[config.mk]
export PLATFORM = sky130hd
export DESIGN_NAME = uart_rx_param
export DESIGN_NICKNAME = d
export VERILOG_FILES = /design/src/rtl/uart_pkg.sv /design/src/rtl/uart_bit_sampler.sv /design/src/rtl/uart_rx_param.sv
export SDC_FILE = /design/constraint.sdc
export NUM_CORES = 1
export LEC_CHECK = 0
export BUFFER_PORTS_ARGS = -buffer_cell sky130_fd_sc_hd__buf_4
export CAP_MARGIN = 20
export CORE_ASPECT_RATIO = 0.9
export CORE_UTILIZATION = 30
export CTS_BUF_LIST = sky130_fd_sc_hd__clkbuf_16
export CTS_CLUSTER_SIZE = 10
export DETAILED_ROUTE_END_ITERATION = 12
export PLACE_DENSITY_LB_ADDON = 0.3
export RECOVER_POWER = 50
export SYNTH_ARGS = -nofsm -noshare
export SYNTH_HDL_FRONTEND = slang
export SYNTH_HIERARCHICAL = 1
export SYNTH_SLANG_ARGS = --single-unit
[constraint.sdc]
create_clock -name clk -period 2.7 [get_ports clk]
set_input_delay 0.135 -clock clk [delete_from_list [all_inputs] [get_ports clk]]
set_output_delay 0.135 -clock clk [all_outputs]
set_load 0.02 [all_outputs]
[src/rtl/uart_pkg.sv]
// Shared constants, FSM encoding and frame-length helper for the parametrised UART receiver.
package uart_pkg;

    localparam int PARITY_NONE = 0;
    localparam int PARITY_ODD  = 1;
    localparam int PARITY_EVEN = 2;

    typedef enum logic [2:0] {
        ST_IDLE        = 3'd0,
        ST_WAIT_START  = 3'd1,
        ST_START_CHECK = 3'd2,
        ST_DATA        = 3'd3,
        ST_PARITY      = 3'd4,
        ST_STOP        = 3'd5,
        ST_DONE        = 3'd6
    } state_t;

    // Total bits on the wire per frame: start + data + optional parity + stops.
    function automatic int uart_frame_bits(input int data_bits, input int parity_mode,
                                           input int stop_bits);
        return 1 + data_bits + ((parity_mode != PARITY_NONE) ? 1 : 0) + stop_bits;
    endfunction

endpackage

[src/rtl/uart_bit_sampler.sv]
// Synchronises the serial line, flags falling edges and produces a 3-sample majority vote.
module uart_bit_sampler (
    input  logic clk,
    input  logic rst_n,
    input  logic din,
    output logic din_fall,
    output logic vote
);

    logic r_ff1, r_ff2, r_ff3, r_ff4;

    // Flops reset high so an idle line never looks like a falling edge.
    always_ff @(posedge clk or negedge rst_n) begin
        if (!rst_n) begin
            r_ff1 <= 1'b1;
            r_ff2 <= 1'b1;
            r_ff3 <= 1'b1;
            r_ff4 <= 1'b1;
        end else begin
            r_ff1 <= din;
            r_ff2 <= r_ff1;
            r_ff3 <= r_ff2;
            r_ff4 <= r_ff3;
        end
    end

    assign din_fall = ~r_ff2 & r_ff3;
    // r_ff3/r_ff4 are the two previous cycles of r_ff2.
    assign vote     = (r_ff2 & r_ff3) | (r_ff2 & r_ff4) | (r_ff3 & r_ff4);

endmodule

[src/rtl/uart_rx_param.sv]
// Parametrised UART receiver: armed per transfer, majority-vote sampling, sticky status flags.
module uart_rx_param
    import uart_pkg::*;
#(
    parameter int CLKS_PER_BIT   = 8,
    parameter int DATA_BITS      = 8,
    parameter int PARITY_MODE    = 1,
    parameter int STOP_BITS      = 2,
    parameter int TIMEOUT_CYCLES = 2000
) (
    input  logic                 clk,
    input  logic                 rst_n,
    input  logic                 din,
    input  logic                 start_rx,
    output logic                 busy,
    output logic                 is_byte_valid,
    output logic                 is_data_corrupt,
    output logic                 is_frame_error,
    output logic                 is_rx_timeout,
    output logic [DATA_BITS-1:0] dout,
    output state_t               dbg_state
);

    localparam int HALF       = CLKS_PER_BIT / 2;
    localparam int FRAME_BITS = uart_frame_bits(DATA_BITS, PARITY_MODE, STOP_BITS);
    localparam int TMR_W      = $clog2(CLKS_PER_BIT);
    localparam int CNT_W      = $clog2(FRAME_BITS + 1);
    localparam int TO_W       = $clog2(TIMEOUT_CYCLES + 1);

    localparam logic [TMR_W-1:0] HALF_LAST = TMR_W'(HALF - 1);
    localparam logic [TMR_W-1:0] BIT_LAST  = TMR_W'(CLKS_PER_BIT - 1);
    localparam logic [CNT_W-1:0] DATA_LAST = CNT_W'(DATA_BITS - 1);
    localparam logic [CNT_W-1:0] STOP_LAST = CNT_W'(STOP_BITS - 1);
    localparam logic [TO_W-1:0]  TO_LAST   = TO_W'(TIMEOUT_CYCLES - 1);

    state_t               r_state, w_next;
    logic [TMR_W-1:0]     r_bit_timer;
    logic [CNT_W-1:0]     r_bit_cnt;
    logic [TO_W-1:0]      r_to_cnt;
    logic [DATA_BITS-1:0] r_shift;
    logic [DATA_BITS-1:0] r_dout;
    logic                 r_par_err, r_stop_err;
    logic                 r_valid, r_corrupt, r_frame, r_timeout;
    logic                 w_din_fall, w_vote, w_center, w_timeout;

    uart_bit_sampler u_sampler (
        .clk      (clk),
        .rst_n    (rst_n),
        .din      (din),
        .din_fall (w_din_fall),
        .vote     (w_vote)
    );

    // The start bit is checked half a bit after the edge; every later bit one full period on.
    assign w_center  = (r_state == ST_START_CHECK) ? (r_bit_timer == HALF_LAST)
                                                   : (r_bit_timer == BIT_LAST);
    assign w_timeout = (r_to_cnt == TO_LAST);

    always_ff @(posedge clk or negedge rst_n) begin
        if (!rst_n) r_state <= ST_IDLE;
        else        r_state <= w_next;
    end

    always_comb begin
        w_next = r_state;
        case (r_state)
            ST_IDLE:        if (start_rx) w_next = ST_WAIT_START;
            ST_WAIT_START: begin
                if (w_din_fall)     w_next = ST_START_CHECK;
                else if (w_timeout) w_next = ST_IDLE;
            end
            ST_START_CHECK: if (w_center) w_next = w_vote ? ST_WAIT_START : ST_DATA;
            ST_DATA: begin
                if (w_center && (r_bit_cnt == DATA_LAST))
                    w_next = (PARITY_MODE != PARITY_NONE) ? ST_PARITY : ST_STOP;
            end
            ST_PARITY:      if (w_center) w_next = ST_STOP;
            ST_STOP:        if (w_center && (r_bit_cnt == STOP_LAST)) w_next = ST_DONE;
            ST_DONE:        w_next = ST_IDLE;
            default:        w_next = ST_IDLE;
        endcase
    end

    always_ff @(posedge clk or negedge rst_n) begin
        if (!rst_n) begin
            r_bit_timer <= '0;
            r_bit_cnt   <= '0;
            r_to_cnt    <= '0;
            r_shift     <= '0;
            r_dout      <= '0;
            r_par_err   <= 1'b0;
            r_stop_err  <= 1'b0;
            r_valid     <= 1'b0;
            r_corrupt   <= 1'b0;
            r_frame     <= 1'b0;
            r_timeout   <= 1'b0;
        end else begin
            case (r_state)
                ST_IDLE: begin
                    if (start_rx) begin
                        r_to_cnt   <= '0;
                        r_dout     <= '0;
                        r_par_err  <= 1'b0;
                        r_stop_err <= 1'b0;
                        r_valid    <= 1'b0;
                        r_corrupt  <= 1'b0;
                        r_frame    <= 1'b0;
                        r_timeout  <= 1'b0;
                    end
                end
                ST_WAIT_START: begin
                    if (w_din_fall)     r_bit_timer <= '0;
                    else if (w_timeout) r_timeout   <= 1'b1;
                    else                r_to_cnt    <= r_to_cnt + 1'b1;
                end
                ST_START_CHECK: begin
                    if (w_center) begin
                        r_bit_timer <= '0;
                        r_bit_cnt   <= '0;
                    end else begin
                        r_bit_timer <= r_bit_timer + 1'b1;
                    end
                end
                ST_DATA: begin
                    if (w_center) begin
                        r_bit_timer <= '0;
                        r_shift     <= {w_vote, r_shift[DATA_BITS-1:1]};
                        r_bit_cnt   <= (r_bit_cnt == DATA_LAST) ? '0 : r_bit_cnt + 1'b1;
                    end else begin
                        r_bit_timer <= r_bit_timer + 1'b1;
                    end
                end
                ST_PARITY: begin
                    if (w_center) begin
                        r_bit_timer <= '0;
                        r_par_err   <= (PARITY_MODE == PARITY_ODD) ? ~(^r_shift ^ w_vote)
                                                                   :  (^r_shift ^ w_vote);
                    end else begin
                        r_bit_timer <= r_bit_timer + 1'b1;
                    end
                end
                ST_STOP: begin
                    if (w_center) begin
                        r_bit_timer <= '0;
                        r_bit_cnt   <= r_bit_cnt + 1'b1;
                        if (!w_vote) r_stop_err <= 1'b1;
                    end else begin
                        r_bit_timer <= r_bit_timer + 1'b1;
                    end
                end
                ST_DONE: begin
                    r_dout    <= r_shift;
                    r_corrupt <= r_par_err;
                    r_frame   <= r_stop_err;
                    r_valid   <= ~(r_par_err | r_stop_err);
                end
                default: ;
            endcase
        end
    end

    assign busy            = (r_state != ST_IDLE);
    assign is_byte_valid   = r_valid;
    assign is_data_corrupt = r_corrupt;
    assign is_frame_error  = r_frame;
    assign is_rx_timeout   = r_timeout;
    assign dout            = r_dout;
    assign dbg_state       = r_state;

endmodule

==> results of run 1 <==
-- stage by stage --
stage	cells	utilization [%]	hold slack (ns)	cell area (µm²)
after floorplan	243	-	-0.1606	2434
after global placement	350	34.73	0.1881	2673
after detailed placement	350	34.73	0.1895	2673
after CTS	360	36.83	0.2602	2834
after global routing	360	36.60	0.2646	2816
final	360	36.60	0.2620	2816
-- worst min-delay path, delay by kind of cell --
family                 cells  cell delay (ns)
AND/OR/NAND/NOR            1             0.14
buffers and inverters      1             0.12
AO/OA/AOI/OAI              1             0.11
-- metal layers --
layer / GRT usage (%) / up-vias / routed length [µm]
met5: 0 / - / 0
met4: 4.478 / 0 / 71
met3: 3.451 / 6 / 173
met2: 19.97 / 26 / 2172
met1: 16.63 / 840 / 2441
li1: - / 897 / -
-- cells in the mapped netlist (2+ instances only) --
cell,number
sky130_fd_sc_hd__dfrtp_1,43
sky130_fd_sc_hd__nand3_1,17
sky130_fd_sc_hd__o2111ai_1,2
sky130_fd_sc_hd__or3_1,4
sky130_fd_sc_hd__mux2i_1,3
sky130_fd_sc_hd__nand3b_1,2
sky130_fd_sc_hd__xor2_1,5
sky130_fd_sc_hd__o21ai_1,7
sky130_fd_sc_hd__and4_1,2
sky130_fd_sc_hd__and2_1,3
sky130_fd_sc_hd__a211oi_1,2
sky130_fd_sc_hd__nor2_1,18
sky130_fd_sc_hd__inv_1,6
sky130_fd_sc_hd__mux2_1,10
sky130_fd_sc_hd__ha_1,4
sky130_fd_sc_hd__nor2b_1,2
sky130_fd_sc_hd__o21ai_0,6
sky130_fd_sc_hd__dfstp_2,4
sky130_fd_sc_hd__and3_1,4
sky130_fd_sc_hd__a21oi_1,6
sky130_fd_sc_hd__nand2_1,33
sky130_fd_sc_hd__nor3_1,7
sky130_fd_sc_hd__clkbuf_1,9
sky130_fd_sc_hd__nor3b_1,4
sky130_fd_sc_hd__nand2b_1,2
sky130_fd_sc_hd__xnor2_1,10
-- sequential cells by signal (all words and copies together) (netlist names) --
signal and flops:
r_stop_err 1, dout 8, is_rx_timeout 1, u_sampler/r_ff1 1, is_data_corrupt 1, r_to_cnt 11
u_sampler/r_ff4 1, is_frame_error 1, r_bit_cnt 4, r_par_err 1, r_bit_timer 3, u_sampler/r_ff2 1
dbg_state 3, r_shift 8, u_sampler/r_ff3 1, is_byte_valid 1
-- logic make-up (layout without fill, tap and decap cells) --
kind of cell	after synthesis	in the layout	synth area share, %
flops	47	47	48.53
xor+xnor	15	15	5.398
buf+inv	18	39	3.136
compound gates	40	40	11.77
fa+ha+maj	5	5	2.519
mux	13	13	5.861
simple gates	105	105	22.78
-- power breakdown --
part	internal [µW]	switching (µW)	total, µW
clock	338	258	596
sequential	780	139	920
combinational	304	407	711
-- worst paths after layout --
check / slack, ns / start / to / depth (start not counted)
max: 0.64 / dbg_state[1] / r_bit_cnt[1] / 4
min: 0.26 / start_rx / r_to_cnt[7] / 3
max reg2reg: 0.64 / dbg_state[1] / r_bit_cnt[1] / 4
min reg2reg: 0.36 / u_sampler/r_ff1 / u_sampler/r_ff2 / 0
max in group asynchronous: 1.38 / rst_n / dbg_state[2] / 2
min in group asynchronous: 0.63 / rst_n / dout[3] / 2
-- cell type report --
cell class / count / area [µm²] / share of cell area (%)
Sequential cell: 47 / 1181 / 41.94
Multi-Input combinational cell: 178 / 1176 / 41.76
Timing Repair Buffer: 25 / 175.2 / 6.219
Clock buffer: 5 / 125.1 / 4.442
Tap cell: 96 / 120.1 / 4.265
Inverter: 6 / 22.52 / 0.7996
Clock inverter: 3 / 16.27 / 0.5775
-- repair_timing --
| action | CTS | global route |
|---|---|---|
| hold buffers | 2 | 0 |
| endpoints found under the setup margin | 0 | 0 |
| endpoints found under the hold margin | 44 | 0 |
| resized for setup | 0 | 0 |
==> metrics.txt, run 1 <==
P_leak 0.001277 µW; via count of the first global-routing pass 1727; top library cells by usage in the layout, fill and taps aside sky130_fd_sc_hd__dfrtp_1 (43), sky130_fd_sc_hd__nand2_1 (33), sky130_fd_sc_hd__nor2_1 (18), sky130_fd_sc_hd__nand3_1 (17), sky130_fd_sc_hd__buf_4 (17); initial detailed-routing violation count 83; initial core utilization 31.63%; pin count of the biggest net entering global routing 48; achievable clock frequency 0.4844 GHz; count of standard-cell rows 30; final critical-path required period 2.064 ns; layout filler cell count 768; routability-driven placement congestion ratio 0.7172; CTS Buf Count 5; Final TNS setup 0 ns; worst slew slack as a fraction of its limit 24.00%; cell type with the largest total area after synthesis sky130_fd_sc_hd__dfrtp_1; worst IR drop on VDD 0.0003264 V; arrival time of the worst setup path 2.23 ns; Setup WS post-layout 0.6357 ns; total global routing track utilization 12.61%; Buffers & Inverters on Critical Path 0; Cell variety after synth 54; syn avg cell area 10.01 µm²; post-synthesis sequential area ratio 48.53%; run status finished, final reports clean; Antenna Violating Nets Remaining 0; final-stage net count 271; post-synthesis cell area 2434 µm²; largest buffer count on any clock path 2; Horiz. Die Dim 96.94 µm; total congestion overflow 0; Die Footprint 8477 µm²; later-pin clock latency in the skew report 0.28 ns; core region area 7695 µm²; deepest level of the CTS H-tree 2; share of synthesized registers carrying an async set or reset 100.0%; TritonCTS clock tree yes; Post-Route WL 4.858 mm; Worst Tran Pin Value 1.140 ns; DR DRC count 0; post-DR vias/cell 4.914; largest stage delay on the critical path 0.78 ns; Inserted Diodes 0; critical path's top delay family flip-flops; Pins Over Slew Limit 0; die span in y 87.45 µm; clock sink count 47; number of antenna violations at the first check in global routing 0; Cell Chain, Critical Path nor3b_2, xnor2_1, a211oi_2, mux2_1; Power per Cell Area 790.8 nW/µm²; area growth from synthesis to layout 15.73%; count of state elements after synthesis 47; routed length per instance 13.49 µm; Synth Flop Type sky130_fd_sc_hd__dfrtp_1; worst setup path class reg -> reg; cell count after synthesis 243; category of the worst setup path launch point register; DP Worst Slack 0.6426 ns; area fraction of the dominant cell type after synthesis 44.22%; routed via count 1769; clk_skew 0.004972 ns; fraction of final layout cells with drive strength greater than 1 13.64%; number of setup buffers added after CTS 0; leading cell type in the layout, fill and taps excluded sky130_fd_sc_hd__dfrtp_1; DP HPWL 3.368 mm; biggest area contributors in the synthesized netlist sky130_fd_sc_hd__dfrtp_1 (44%), sky130_fd_sc_hd__nand2_1 (5.1%), sky130_fd_sc_hd__mux2_1 (4.6%), sky130_fd_sc_hd__dfstp_2 (4.3%), sky130_fd_sc_hd__xnor2_1 (3.6%); critical path peak fanout 22; IO Count 20; data required time of the critical path 2.86 ns; synthesized net count 251; first-pass GRT wire length 8.562 mm; Hold Fails Final Rpt 0; Clock Root Buffer sky130_fd_sc_hd__clkbuf_16; max-cap viol count 0; quantity of I/O buffers inserted on ports 19; Tcrit/Tclk final 76.46%; clock-pin slew of the registers on the worst-case setup and hold paths 0.06 ns; Pre-antenna DRT Iters 4; number of enable flip-flop cells after synthesis 0; Worst Hold Class in -> reg; Final setup viols 0; Crit-path slowest cell sky130_fd_sc_hd__dfrtp_1; synthesis warning total 6; Critical Path End Type register; RSZ-0062 raised after global routing no; total design power 2227 µW
No activity file was read; power rests on OpenSTA's default activity.
==> run 2: changes to the inputs <==
==> constraint.sdc (replaced) <==
create_clock -name clk -period 2 [get_ports clk]
set_input_delay 0.1 -clock clk [delete_from_list [all_inputs] [get_ports clk]]
set_output_delay 0.1 -clock clk [all_outputs]
set_load 0.02 [all_outputs]
==> run 2 against run 1 <==
Sequential power up 33%. Register-to-register slack worse by 0.49 ns. Core utilization is 1.2 points higher.
==> metrics.txt, run 2 (synthesized netlist as in run 1, its figures left out) <==
Inserted Diodes 0; top layer in use met4; total global routing track utilization 13.23%; clock-pin slew of the registers on the worst-case setup and hold paths 0.06 ns; Worst Tran Pin Value 1.178 ns; routed via count 1816; fin cells 367; max-cap viol count 0; Tcrit/Tclk final 92.88%; Die Footprint 8477 µm²; total congestion overflow 0; Pins Over Slew Limit 0; clk_skew 0.006378 ns; initial detailed-routing violation count 59; Horiz. Die Dim 96.94 µm; later-pin clock latency in the skew report 0.29 ns; IO Count 20; largest reg by FF count r_to_cnt; fraction of final layout cells with drive strength greater than 1 16.24%; flip-flop count of the largest register after layout 11; quantity of I/O buffers inserted on ports 19; worst IR drop on VDD 0.0003844 V; post-DR vias/cell 4.948; largest buffer count on any clock path 2; Pre-antenna DRT Iters 4; number of antenna violations at the first check in global routing 0; Final setup viols 0; routability-driven placement congestion ratio 0.7563; metal3 WL 138 µm; Post-Route Hold Slack 0.2904 ns; worst flop-to-flop path startpoint u_sampler/r_ff2; DP Worst Slack 0.1568 ns; clock sink count 47; run status finished, final reports clean; worst setup path class reg -> reg; Power per Cell Area 1123 nW/µm²; pin count of the biggest net entering global routing 48; Detail Route met2 WL 2.216 mm; Post-Route WL 5.029 mm; final-stage net count 278; first-pass GRT wire length 8.783 mm; HP Start start_rx; routed length per instance 13.70 µm; die span in y 87.45 µm; final core utilization 37.82%; data required time of the critical path 2.17 ns; Antenna Violating Nets Remaining 0; Clock Root Buffer sky130_fd_sc_hd__clkbuf_16; core region area 7695 µm²; achievable clock frequency 0.5384 GHz; Critical Path End Type register; deepest level of the CTS H-tree 2; category of the worst setup path launch point register; DP Cell Count 357; count of standard-cell rows 30; CTS Buf Count 5; leading cell type in the layout, fill and taps excluded sky130_fd_sc_hd__dfrtp_1; Setup crit start u_sampler/r_ff2; Final TNS setup 0 ns; DP HPWL 3.529 mm; worst slew slack as a fraction of its limit 21.46%; Hold Fails Final Rpt 0; via count of the first global-routing pass 1772; DR DRC count 0; top library cells by usage in the layout, fill and taps aside sky130_fd_sc_hd__dfrtp_1 (43), sky130_fd_sc_hd__nand2_1 (33), sky130_fd_sc_hd__buf_4 (24), sky130_fd_sc_hd__nor2_1 (18), sky130_fd_sc_hd__nand3_1 (17); Worst Hold Class in -> reg; area growth from synthesis to layout 19.59%; P_leak 0.001328 µW; TritonCTS clock tree yes; Setup WS post-layout 0.1425 ns; critical path peak fanout 5; Metal-1 WL 2.584 mm; initial core utilization 31.63%; arrival time of the worst setup path 2.03 ns; final critical-path required period 1.858 ns
## run 2: critical path, cell delays in order (launching register included)
cell	delay, ns
sky130_fd_sc_hd__dfstp_1	0.57
sky130_fd_sc_hd__nor2b_2	0.10
sky130_fd_sc_hd__or4b_4	0.52
sky130_fd_sc_hd__a31oi_4	0.22
sky130_fd_sc_hd__a31oi_1	0.10
sky130_fd_sc_hd__mux2i_1	0.17
sky130_fd_sc_hd__nor2_1	0.06
## run 2: cell type report
| class | count | area (µm²) |
|---|---|---|
| clock buffers | 5 | 125.1 |
| clock inverters | 3 | 46.29 |
| fillers | 782 | 4785 |
| inverters | 6 | 22.52 |
| multi-input cells | 178 | 1187 |
| flip-flops and latches | 47 | 1181 |
| well taps | 96 | 120.1 |
| repair buffers | 32 | 227.7 |
## run 2: report_power, final
part / switching [µW] / internal [µW] / total, µW
registers: 162 / 1050 / 1220
clock network: 369 / 594 / 963
logic: 602 / 486 / 1090
total: 1130 / 2130 / 3270
## run 2: timing repair
action / in CTS / in global routing
endpoints found under the hold margin: 44 / 0
gates resized for setup: 0 / 2
setup endpoints to repair: 0 / 3
hold buffers: 2 / 0
buffers inserted: 0 / 0
## run 2: per-layer routing
layer	global-route usage, %	vias to the layer above
li1	-	914
met1	17.58	874
met2	20.81	20
met3	2.970	8
met4	5.699	0
met5	0	-
## run 2: final timing paths
| check | endpoint | slack [ns] | depth (start not counted) |
|---|---|---|---|
| worst max register to register | dbg_state[0] | 0.14 | 6 |
| worst min register to register | u_sampler/r_ff2 | 0.39 | 0 |
| worst min-delay path | r_to_cnt[1] | 0.29 | 4 |
| worst max-delay path | dbg_state[0] | 0.14 | 6 |
| max in group asynchronous | r_bit_timer[1] | 0.70 | 2 |
| min in group asynchronous | dout[4] | 0.58 | 2 |
## run 2: stage by stage
stage,instance area (µm²),power [µW]
finish,2910,3267
global route,2910,3487
CTS,2917,3280
detailed placement,2725,2304
global placement,2725,2279
floorplan,2434,1959
